==> config.mk <==
export PLATFORM = sky130hd
export DESIGN_NAME = ctrl_multicycle_fsm
export DESIGN_NICKNAME = d
export VERILOG_FILES = /design/src/rtl/ctrl_pkg.sv /design/src/rtl/ctrl_multicycle_fsm.sv
export SDC_FILE = /design/constraint.sdc
export NUM_CORES = 1
export LEC_CHECK = 0
export ABC_AREA = 1
export ABC_CLOCK_PERIOD_IN_PS = 1700
export BUFFER_PORTS_ARGS = -buffer_cell sky130_fd_sc_hd__buf_4
export CORE_MARGIN = 2
export CORE_UTILIZATION = 43
export CTS_BUF_LIST = sky130_fd_sc_hd__clkbuf_4 sky130_fd_sc_hd__clkbuf_8 sky130_fd_sc_hd__clkbuf_16
export DETAILED_ROUTE_END_ITERATION = 12
export PLACE_DENSITY = 0.83
export SLEW_MARGIN = 5
export SYNTH_ARGS = -nofsm -noshare
export SYNTH_HDL_FRONTEND = slang
export SYNTH_SLANG_ARGS = --single-unit
==> constraint.sdc <==
create_clock -name clk -period 1.7 [get_ports clk]
set_clock_uncertainty 0.05 [all_clocks]
set_input_delay 0.34 -clock clk [delete_from_list [all_inputs] [get_ports clk]]
set_output_delay 0.34 -clock clk [all_outputs]
set_load 0.1 [all_outputs]
==> src/rtl/ctrl_pkg.sv <==
// Shared constants for the multicycle MIPS control unit: state codes,
// instruction opcode/funct values and datapath select encodings.
package ctrl_pkg;

    typedef enum logic [3:0] {
        S_RST_SP    = 4'd0,
        S_FETCH     = 4'd1,
        S_DECODE    = 4'd2,
        S_R_EXEC    = 4'd3,
        S_R_WB      = 4'd4,
        S_ADDI_EXEC = 4'd5,
        S_ADDI_WB   = 4'd6,
        S_ADDR      = 4'd7,
        S_LW_MEM    = 4'd8,
        S_LW_WB     = 4'd9,
        S_SW_MEM    = 4'd10,
        S_BEQ       = 4'd11,
        S_BNE       = 4'd12,
        S_JUMP      = 4'd13
    } state_t;

    localparam logic [5:0] OP_RTYPE = 6'h00;
    localparam logic [5:0] OP_J     = 6'h02;
    localparam logic [5:0] OP_BEQ   = 6'h04;
    localparam logic [5:0] OP_BNE   = 6'h05;
    localparam logic [5:0] OP_ADDI  = 6'h08;
    localparam logic [5:0] OP_LW    = 6'h23;
    localparam logic [5:0] OP_SW    = 6'h2B;

    localparam logic [5:0] FN_ADD = 6'h20;
    localparam logic [5:0] FN_SUB = 6'h22;
    localparam logic [5:0] FN_AND = 6'h24;

    localparam logic [1:0] ALUSRCB_B      = 2'b00;
    localparam logic [1:0] ALUSRCB_FOUR   = 2'b01;
    localparam logic [1:0] ALUSRCB_IMM    = 2'b10;
    localparam logic [1:0] ALUSRCB_IMMSH2 = 2'b11;

    localparam logic [2:0] ALUOP_NONE = 3'b000;
    localparam logic [2:0] ALUOP_ADD  = 3'b001;
    localparam logic [2:0] ALUOP_SUB  = 3'b010;
    localparam logic [2:0] ALUOP_AND  = 3'b011;

    localparam logic [1:0] REGDST_RT = 2'b00;
    localparam logic [1:0] REGDST_RD = 2'b01;
    localparam logic [1:0] REGDST_SP = 2'b10;

    localparam logic [1:0] MEMTOREG_ALUOUT = 2'b00;
    localparam logic [1:0] MEMTOREG_MDR    = 2'b01;
    localparam logic [1:0] MEMTOREG_SPINIT = 2'b10;

    localparam logic [1:0] PCSRC_ALU    = 2'b00;
    localparam logic [1:0] PCSRC_ALUOUT = 2'b01;
    localparam logic [1:0] PCSRC_JUMP   = 2'b10;

    // Maps a supported R-type funct to its ALU operation; unknown codes give no operation.
    function automatic logic [2:0] funct_to_aluop(input logic [5:0] fn);
        case (fn)
            FN_ADD:  funct_to_aluop = ALUOP_ADD;
            FN_SUB:  funct_to_aluop = ALUOP_SUB;
            FN_AND:  funct_to_aluop = ALUOP_AND;
            default: funct_to_aluop = ALUOP_NONE;
        endcase
    endfunction

endpackage

==> src/rtl/ctrl_multicycle_fsm.sv <==
// Multicycle MIPS control unit: sequences fetch/decode/execute/memory/writeback
// and drives every datapath select and write enable. Outputs are Moore-decoded
// from the state (and wait counter), except branch pc_write which follows zero.
module ctrl_multicycle_fsm
    import ctrl_pkg::*;
#(
    parameter int MEM_LAT = 1,
    parameter int SP_INIT = 227
) (
    input  logic       clk,
    input  logic       reset,
    input  logic [5:0] opcode,
    input  logic [5:0] funct,
    input  logic       zero,
    output logic       alusrca,
    output logic [1:0] alusrcb,
    output logic [2:0] aluop,
    output logic       iord,
    output logic       mem_wr,
    output logic       ir_write,
    output logic       mdr_write,
    output logic       ab_write,
    output logic       aluout_write,
    output logic       reg_write,
    output logic [1:0] reg_dst,
    output logic [1:0] mem_to_reg,
    output logic [1:0] pc_source,
    output logic       pc_write,
    output logic [3:0] state_dbg
);

    // SP_INIT only feeds the datapath constant mux; here it is merely range-checked.
    if (MEM_LAT < 0 || MEM_LAT > 7) begin : g_bad_mem_lat
        $error("ctrl_multicycle_fsm: MEM_LAT must be within 0..7");
    end
    if (SP_INIT < 0) begin : g_bad_sp_init
        $error("ctrl_multicycle_fsm: SP_INIT must be non-negative");
    end

    localparam logic [2:0] LAST_WAIT = 3'(MEM_LAT);

    state_t     state;
    state_t     state_next;
    logic [2:0] wait_cnt;
    logic [2:0] wait_cnt_next;
    logic       wait_done;

    assign wait_done = (wait_cnt == LAST_WAIT);
    assign state_dbg = state;

    // State register and memory wait counter; reset parks in RST_SP with a cleared counter.
    always_ff @(posedge clk) begin
        if (reset) begin
            state    <= S_RST_SP;
            wait_cnt <= 3'd0;
        end else begin
            state    <= state_next;
            wait_cnt <= wait_cnt_next;
        end
    end

    // Next-state selection and output decode; every output defaults to 0.
    always_comb begin
        state_next    = S_FETCH;
        wait_cnt_next = 3'd0;
        alusrca       = 1'b0;
        alusrcb       = ALUSRCB_B;
        aluop         = ALUOP_NONE;
        iord          = 1'b0;
        mem_wr        = 1'b0;
        ir_write      = 1'b0;
        mdr_write     = 1'b0;
        ab_write      = 1'b0;
        aluout_write  = 1'b0;
        reg_write     = 1'b0;
        reg_dst       = REGDST_RT;
        mem_to_reg    = MEMTOREG_ALUOUT;
        pc_source     = PCSRC_ALU;
        pc_write      = 1'b0;

        case (state)
            S_RST_SP: begin
                reg_write  = 1'b1;
                reg_dst    = REGDST_SP;
                mem_to_reg = MEMTOREG_SPINIT;
                state_next = S_FETCH;
            end
            S_FETCH: begin
                iord      = 1'b0;
                alusrca   = 1'b0;
                alusrcb   = ALUSRCB_FOUR;
                aluop     = ALUOP_ADD;
                pc_source = PCSRC_ALU;
                if (wait_done) begin
                    ir_write   = 1'b1;
                    pc_write   = 1'b1;
                    state_next = S_DECODE;
                end else begin
                    wait_cnt_next = wait_cnt + 3'd1;
                    state_next    = S_FETCH;
                end
            end
            S_DECODE: begin
                alusrca      = 1'b0;
                alusrcb      = ALUSRCB_IMMSH2;
                aluop        = ALUOP_ADD;
                aluout_write = 1'b1;
                ab_write     = 1'b1;
                case (opcode)
                    OP_RTYPE: state_next = (funct_to_aluop(funct) != ALUOP_NONE) ? S_R_EXEC : S_FETCH;
                    OP_ADDI:  state_next = S_ADDI_EXEC;
                    OP_LW,
                    OP_SW:    state_next = S_ADDR;
                    OP_BEQ:   state_next = S_BEQ;
                    OP_BNE:   state_next = S_BNE;
                    OP_J:     state_next = S_JUMP;
                    default:  state_next = S_FETCH;
                endcase
            end
            S_R_EXEC: begin
                alusrca      = 1'b1;
                alusrcb      = ALUSRCB_B;
                aluop        = funct_to_aluop(funct);
                aluout_write = 1'b1;
                state_next   = S_R_WB;
            end
            S_R_WB: begin
                reg_write  = 1'b1;
                reg_dst    = REGDST_RD;
                mem_to_reg = MEMTOREG_ALUOUT;
                state_next = S_FETCH;
            end
            S_ADDI_EXEC: begin
                alusrca      = 1'b1;
                alusrcb      = ALUSRCB_IMM;
                aluop        = ALUOP_ADD;
                aluout_write = 1'b1;
                state_next   = S_ADDI_WB;
            end
            S_ADDI_WB: begin
                reg_write  = 1'b1;
                reg_dst    = REGDST_RT;
                mem_to_reg = MEMTOREG_ALUOUT;
                state_next = S_FETCH;
            end
            S_ADDR: begin
                alusrca      = 1'b1;
                alusrcb      = ALUSRCB_IMM;
                aluop        = ALUOP_ADD;
                aluout_write = 1'b1;
                state_next   = (opcode == OP_LW) ? S_LW_MEM : S_SW_MEM;
            end
            S_LW_MEM: begin
                iord = 1'b1;
                if (wait_done) begin
                    mdr_write  = 1'b1;
                    state_next = S_LW_WB;
                end else begin
                    wait_cnt_next = wait_cnt + 3'd1;
                    state_next    = S_LW_MEM;
                end
            end
            S_LW_WB: begin
                reg_write  = 1'b1;
                reg_dst    = REGDST_RT;
                mem_to_reg = MEMTOREG_MDR;
                state_next = S_FETCH;
            end
            S_SW_MEM: begin
                iord       = 1'b1;
                mem_wr     = 1'b1;
                state_next = S_FETCH;
            end
            S_BEQ: begin
                alusrca    = 1'b1;
                alusrcb    = ALUSRCB_B;
                aluop      = ALUOP_SUB;
                pc_source  = PCSRC_ALUOUT;
                pc_write   = zero;
                state_next = S_FETCH;
            end
            S_BNE: begin
                alusrca    = 1'b1;
                alusrcb    = ALUSRCB_B;
                aluop      = ALUOP_SUB;
                pc_source  = PCSRC_ALUOUT;
                pc_write   = ~zero;
                state_next = S_FETCH;
            end
            S_JUMP: begin
                pc_source  = PCSRC_JUMP;
                pc_write   = 1'b1;
                state_next = S_FETCH;
            end
            default: begin
                state_next = S_FETCH;
            end
        endcase
    end

endmodule

==> results.ini, run 1 <==
[outcome]
status=stopped before the end
stop_stage=4_1_cts
firstError=[ERROR DPL-0038] Utilization greater than 100%, impossible to legalize

[synth]
synth_commonest_cells=nor2_1, inv_1, nand2_1
ys_ff_latch=7
yosysWarningCount=0
synth_cell_type_count=20
synth.area.top_cells=dfxtp_1, nor2_1, inv_1, nand2_1, nand3_1
yosysMostFrequentCell=nor2_1
synthCells=131
synth-main-ff-cell=dfxtp_1
async_flop_share=0
synth_edf_count=0
synth_area_um2=699
ys_seq_area_frac=0.200
synth_area_per_cell_um2=5.34
synth_nets=148
synth_top_area_cell=dfxtp_1
post-synth-top-area-fraction=0.200

[place]
routabilityCongestion=0.896
port_buffers=37
hpwl_um=1900
pre_cts_ws_ns=-0.0391

[cts]
cts.path.max_buffers=2
postCtsSetupBuffers=7
cts.repair.resized=60
hold_buffers=0
cts.sinks=7
root_buffer=clkbuf_4
cts-buffers-inserted=3
htreeDepth=1

[die]
start_util=0.459
ios=39
num_rows=14
dieHeight_um=44.3
fp.dieW_um=44.3

per-stage QoR:
step | util | hold slack (ns) | area (µm²) | TNS (ns) | instances
after global placement | 0.823 | 0.383 | 1250 | 0 | 196
after floorplan | - | 0.349 | 880 | -6.38 | 131
after detailed placement | 0.823 | 0.396 | 1250 | -0.121 | 196
cell families after synthesis:
family                     count (synthesis)  share of synthesized area
buffers and inverters                     31                      0.177
other                                      1                    0.00536
and+or+nand+nor                           77                      0.479
xor gates and xnor gates                   1                     0.0125
DFF                                        7                      0.200
AOI/OAI and AO/OA                         12                     0.0894
adders and majority gates                  2                     0.0358
==> run 2: changes to the inputs <==
CORE_AREA = 2 2 63 65   (was not set)
CORE_MARGIN = not set   (was 2)
CORE_UTILIZATION = not set   (was 43)
CTS_BUF_LIST = not set   (was sky130_fd_sc_hd__clkbuf_4 sky130_fd_sc_hd__clkbuf_8 sky130_fd_sc_hd__clkbuf_16)
DIE_AREA = 0 0 65 67   (was not set)
PLACE_DENSITY = not set   (was 0.83)
PLACE_DENSITY_LB_ADDON = 0.15   (was not set)
==> results.ini, run 2 <==
[outcome]
status=complete, but fails checks
violations=negative setup slack

[layout]
area_delta_synth_final_pct=150
final_cell_mix=buf_4, nor2_1, nand2_1
utilization=0.485
final_nets=214
largest_register_ffs=4
drive_above_1_share=0.571
antenna_cells=0
layout_commonest_cell=buf_4
fin_cells=244
final_cell_area_um2=1750

[die]
start_util=0.194  ; -0.265
core-area_um2=3610
ios=39  ; unchanged
fp.dieW_um=65  ; +47%
num_rows=22  ; +8
die-area_um2=4360
dieHeight_um=67  ; +51%

[power]
powerDensity_nw_per_um2=550
vdd_drop_max_mv=0.188
power.share.sequential=0.182
internal-power_uw=536
switching_share=0.444
power.share.clock=0.231
leakage_nw=0.832
power_frac_comb=0.588
p_sw_uw=428

[synth]
async_flop_share=0  ; unchanged
synth-main-ff-cell=dfxtp_1
post-synth-top-area-fraction=0.200  ; unchanged
synth_area_um2=699  ; unchanged
synthCells=131  ; unchanged
ys_ff_latch=7  ; unchanged
yosysWarningCount=0  ; unchanged
synth_nets=148  ; unchanged
yosysMostFrequentCell=nor2_1
ys_seq_area_frac=0.200  ; unchanged
synth.area.top_cells=dfxtp_1, nor2_1, inv_1, nand2_1, nand3_1
synth_area_per_cell_um2=5.34  ; unchanged
synth_edf_count=0  ; unchanged
synth_top_area_cell=dfxtp_1
synth_commonest_cells=nor2_1, inv_1, nand2_1
synth_cell_type_count=20  ; unchanged

[sta]
hold_viol_final=0
setup_viol=12
fin_ws_ns=-0.138
tns_ns=-0.858
period_needed_ns=1.84
fmax_mhz=544
period_share=1.08
grt_setup_unrepaired=yes
finalMaxSlewViolations=0

[cts]
htreeDepth=1  ; unchanged
root_buffer=clkbuf_8
cts_tree=yes
insertion_delay_ns=0.22
clkTransAtPathRegs_ns=0.04
cts.path.max_buffers=2  ; unchanged
cts-buffers-inserted=3  ; unchanged
cts.sinks=7  ; unchanged

[worst_setup_path]
worstPathArrival_ns=1.45
r2r_slack_ns=0.31
r2r_end=state_dbg[0]
cp-start-kind=flip-flop
critical_path_class=reg -> out
r2r_cells=8
critPathMaxFanout=4
critPathCaptureType=primary output
rr_startpoint=state_dbg[1]
crit_required_ns=1.31

[drt]
dr.pass1.iters=4
route.vias.total=1002
totalWireLength_um=2470
routedWlPerCell_um=10.1
via_per_inst=4.11
initialDrtViolationCount=15
route.antenna.remaining_nets=0
drc=0

[place]
placed_cell_area_um2=1330  ; +6.0%
routabilityCongestion=0.833  ; -7.0%
port_buffers=37  ; unchanged
placed_cells_incl_taps=231  ; +18%
hpwl_um=1980  ; +4.3%

[min_path]
whs_path_depth=2
hold_path_end=state_dbg[1]
hold_start=reset
hold_class=in -> reg

[grt]
first_global_vias=975
grt_pass1_wl_um=4150
antenna_found_initial=0
grt_max_degree=7
grt_util_all_layers=0.121
grt_overflow=0

[run]
cap_violations=0

## run 2: cell counts after synthesis
No cell type changed its count.
## run 2: layout make-up
cell class                      instances  area, µm²
Clock buffer                            4       45.0
Inverter                               29        125
Tap cell                               48       60.1
Fill cell                             359       1860
Timing Repair Buffer                   63        713
Multi-Input combinational cell         93        652
Sequential cell                         7        155
## run 2: worst max-delay path, cell delays in order, from the launching register on
cell and delay, ns:
dfxtp_4 0.34, buf_6 0.10, inv_4 0.04, nor2_4 0.13, nand2_2 0.11, nor2_4 0.13, nand3b_1 0.17, buf_12 0.19
## run 2: per-stage QoR
stage | total power [mW] | setup WS [ns] | hold slack (ns)
2_1_floorplan | 0.524 | -1.15 | 0.349
3_3_place_gp | 0.632 | -0.0879 | 0.450
3_5_place_dp | 0.634 | -0.0548 | 0.466
4_1_cts | 0.941 | -0.142 | 0.250
5_1_grt | 1.01 | -0.232 | 0.256
6_report | 0.964 | -0.138 | 0.256
## run 2: worst max path at each step
stage,start,endpoint,slack [ns]
after floorplan,state_dbg[0],pc_write,-1.15
after global placement,state_dbg[1],alusrca,-0.09
after detailed placement,state_dbg[1],alusrca,-0.05
after CTS,state_dbg[0],reg_write,-0.14
after global routing,state_dbg[0],pc_write,-0.23
final,state_dbg[0],pc_write,-0.14
## run 2: per-layer routing
metal,part of all wire,vias to the layer above,global-route usage
met1,0.42,442,0.140
met2,0.53,32,0.228
met3,0.039,2,0.0135
met5,0,-,0
li1,-,526,-
met4,0.0077,0,0.0399
## run 2: kinds of logic (layout without fill, tap and decap cells)
group / Yosys count / count (layout) / synth area share
xor+xnor: 1 / 1 / 0.0125
other cells: 1 / 1 / 0.00536
compound gates: 12 / 12 / 0.0894
simple gates: 77 / 77 / 0.479
buf+inv: 31 / 96 / 0.177
flops: 7 / 7 / 0.200
fa+ha+maj: 2 / 2 / 0.0358
## run 2: timing repair
| item | in CTS | in global routing |
|---|---|---|
| pin swaps | 6 | 7 |
| setup buffers | 7 | 5 |
| hold buffers | 0 | 0 |
| gates resized for setup | 57 | 25 |
| endpoints found under the setup margin | 18 | 19 |
| gates cloned | 0 | 0 |
## run 2: power by group through the flow
stage | registers [mW] | clock network, mW | logic (mW)
2_1_floorplan | 0.212 | 0 | 0.312
3_3_place_gp | 0.176 | 0 | 0.456
3_5_place_dp | 0.176 | 0 | 0.458
4_1_cts | 0.175 | 0.232 | 0.535
5_1_grt | 0.176 | 0.242 | 0.594
6_report | 0.175 | 0.222 | 0.566
Note: power is estimated with default switching activity, not from simulation.
==> run 3: changes to the inputs <==
SETUP_SLACK_MARGIN = 0.02   (was not set)
==> results.ini, run 3 (synthesized netlist as in run 2, its figures left out) <==
[outcome]
status=complete, but fails checks
violations=negative setup slack

[worst_setup_path]
critPathMaxFanout=3  ; -1
crit_required_ns=1.31  ; about the same
critPathCaptureType=primary output
worstPathArrival_ns=1.47  ; +0.02 ns
critical_path_class=reg -> out
cp-start-kind=flip-flop

[cts]
cts.path.max_buffers=2  ; unchanged
htreeDepth=1  ; unchanged
cts-buffers-inserted=3  ; unchanged
insertion_delay_ns=0.22  ; about the same
cts_tree=yes
root_buffer=clkbuf_8
clkTransAtPathRegs_ns=0.04  ; about the same
cts.sinks=7  ; unchanged
hold_buffers=0  ; unchanged

[grt]
antenna_found_initial=0  ; unchanged
grt_util_all_layers=0.121  ; +0.000669
grt_overflow=0  ; unchanged
first_global_vias=968  ; -0.72%
grt_max_degree=7  ; unchanged
grt_pass1_wl_um=4110  ; -0.99%

[layout]
final_cell_mix=buf_4, nor2_1, nand2_1, buf_12, inv_1
layout_commonest_cell=buf_4
largest_register_ffs=4  ; unchanged
fin_cells=251  ; +2.9%
area_delta_synth_final_pct=163
final_nets=221  ; +3.3%
num-fill-cells=345  ; -3.9%
drive_above_1_share=0.611  ; +0.0394
antenna_cells=0  ; unchanged

[drt]
wl_met1_um=1060  ; +1.4%
dr.pass1.iters=4  ; unchanged
route.antenna.remaining_nets=0  ; unchanged
route.vias.total=1019  ; +1.7%
top_layer=met4
totalWireLength_um=2620  ; +6.1%
drc=0  ; unchanged
routedWlPerCell_um=10.5  ; +3.1%
wl_met2_um=1440  ; +9.2%
initialDrtViolationCount=28  ; +13
dr_wl_met3_um=111  ; +14%
via_per_inst=4.06  ; -1.1%

[die]
dieHeight_um=67  ; unchanged
die-area_um2=4360  ; unchanged
num_rows=22  ; unchanged
ios=39  ; unchanged
start_util=0.194  ; unchanged
core-area_um2=3610  ; unchanged
fp.dieW_um=65  ; unchanged

[place]
hpwl_um=1960  ; -1.2%
placed_cells_incl_taps=231  ; unchanged
routabilityCongestion=0.837  ; +0.41%
port_buffers=37  ; unchanged

[power]
internal-power_uw=557  ; +4.0%
leakage_nw=0.880  ; +5.8%
power_frac_comb=0.594  ; +0.006
vdd_drop_max_mv=0.179  ; -4.6%
power.share.clock=0.228  ; -0.003
powerDensity_nw_per_um2=541  ; -1.7%
power.share.sequential=0.178  ; -0.004
p_sw_uw=439  ; +2.5%
switching_share=0.441  ; -0.00339

[sta]
grt_setup_unrepaired=yes
setup_viol=13  ; +1
fin_ws_ns=-0.159  ; -0.0209 ns
tns_ns=-0.947  ; -0.0886 ns
fmax_mhz=538  ; -1.1%
period_share=1.09  ; +0.0123
finalMaxSlewViolations=0  ; unchanged
period_needed_ns=1.86  ; +0.0209 ns
hold_ws_ns=0.261  ; +0.00459 ns
hold_viol_final=0  ; unchanged

[run]
cap_violations=0  ; unchanged

[min_path]
hold_class=in -> reg

run 3: cell count changes in the layout (fill, tap and decap cells not counted), moves of 2 or more:
| cell | previous run | this run |
|---|---|---|
| buf_12 | 15 | 19 |
| buf_6 | 8 | 10 |
| inv_1 | 16 | 13 |
| buf_4 | 37 | 41 |
| dfxtp_1 | 3 | 1 |
| inv_2 | 8 | 11 |
| dfxtp_2 | 0 | 2 |
| buf_8 | 3 | 0 |
run 3: per-layer routing:
metal	vias up	track usage
met3	2	0.0135
li1	542	-
met2	29	0.232
met5	-	0
met1	446	0.136
met4	0	0.0479
run 3: area by class of cell:
class	instances	area [µm²]	share of cell area
clock buffer	4	45.0	0.0245
inverter	29	128	0.0694
timing repair buffer	70	801	0.435
sequential	7	158	0.0857
multi-input combinational	93	648	0.352
tap	48	60.1	0.0327
run 3: per-stage QoR:
| stage | cell area, µm² | utilization | power (mW) | setup WS, ns |
|---|---|---|---|---|
| 3_5_place_dp | 1330 | 0.369 | 0.634 | -0.0537 |
| 3_3_place_gp | 1330 | 0.369 | 0.632 | -0.0915 |
| 5_1_grt | 1840 | 0.510 | 1.04 | -0.215 |
| 2_1_floorplan | 880 | - | 0.524 | -1.15 |
| 4_1_cts | 1690 | 0.468 | 0.961 | -0.134 |
| 6_report | 1840 | 0.510 | 0.996 | -0.159 |
run 3: worst paths after layout:
path	cells after the start	slack (ns)	to	start
worst max-delay path	9	-0.16	reg_write	state_dbg[0]
worst min-delay path	2	0.26	state_dbg[2]	reset
worst max register to register	9	0.29	state_dbg[0]	state_dbg[1]
worst min register to register	2	0.49	wait_cnt[0]	wait_cnt[0]
run 3: timing repair:
action	4_1_cts	5_1_grt
setup buffers	8	9
pin swaps	5	6
gates resized for setup	65	26
endpoints found under the setup margin	19	19
gates cloned	0	0
run 3: power by group through the flow:
stage | clock (mW) | sequential (mW) | combinational, mW
floorplan | 0 | 0.212 | 0.312
global placement | 0 | 0.176 | 0.456
detailed placement | 0 | 0.176 | 0.458
CTS | 0.237 | 0.175 | 0.549
global route | 0.247 | 0.178 | 0.619
finish | 0.227 | 0.177 | 0.591
run 3: critical path, cell delays in order, from the launching register on:
cell and delay (ns):
dfxtp_4 0.34, buf_6 0.11, inv_6 0.04, nor2_4 0.13, inv_2 0.07, buf_6 0.12, nor2_4 0.09, a21oi_2 0.05
o21ai_2 0.09, buf_12 0.20
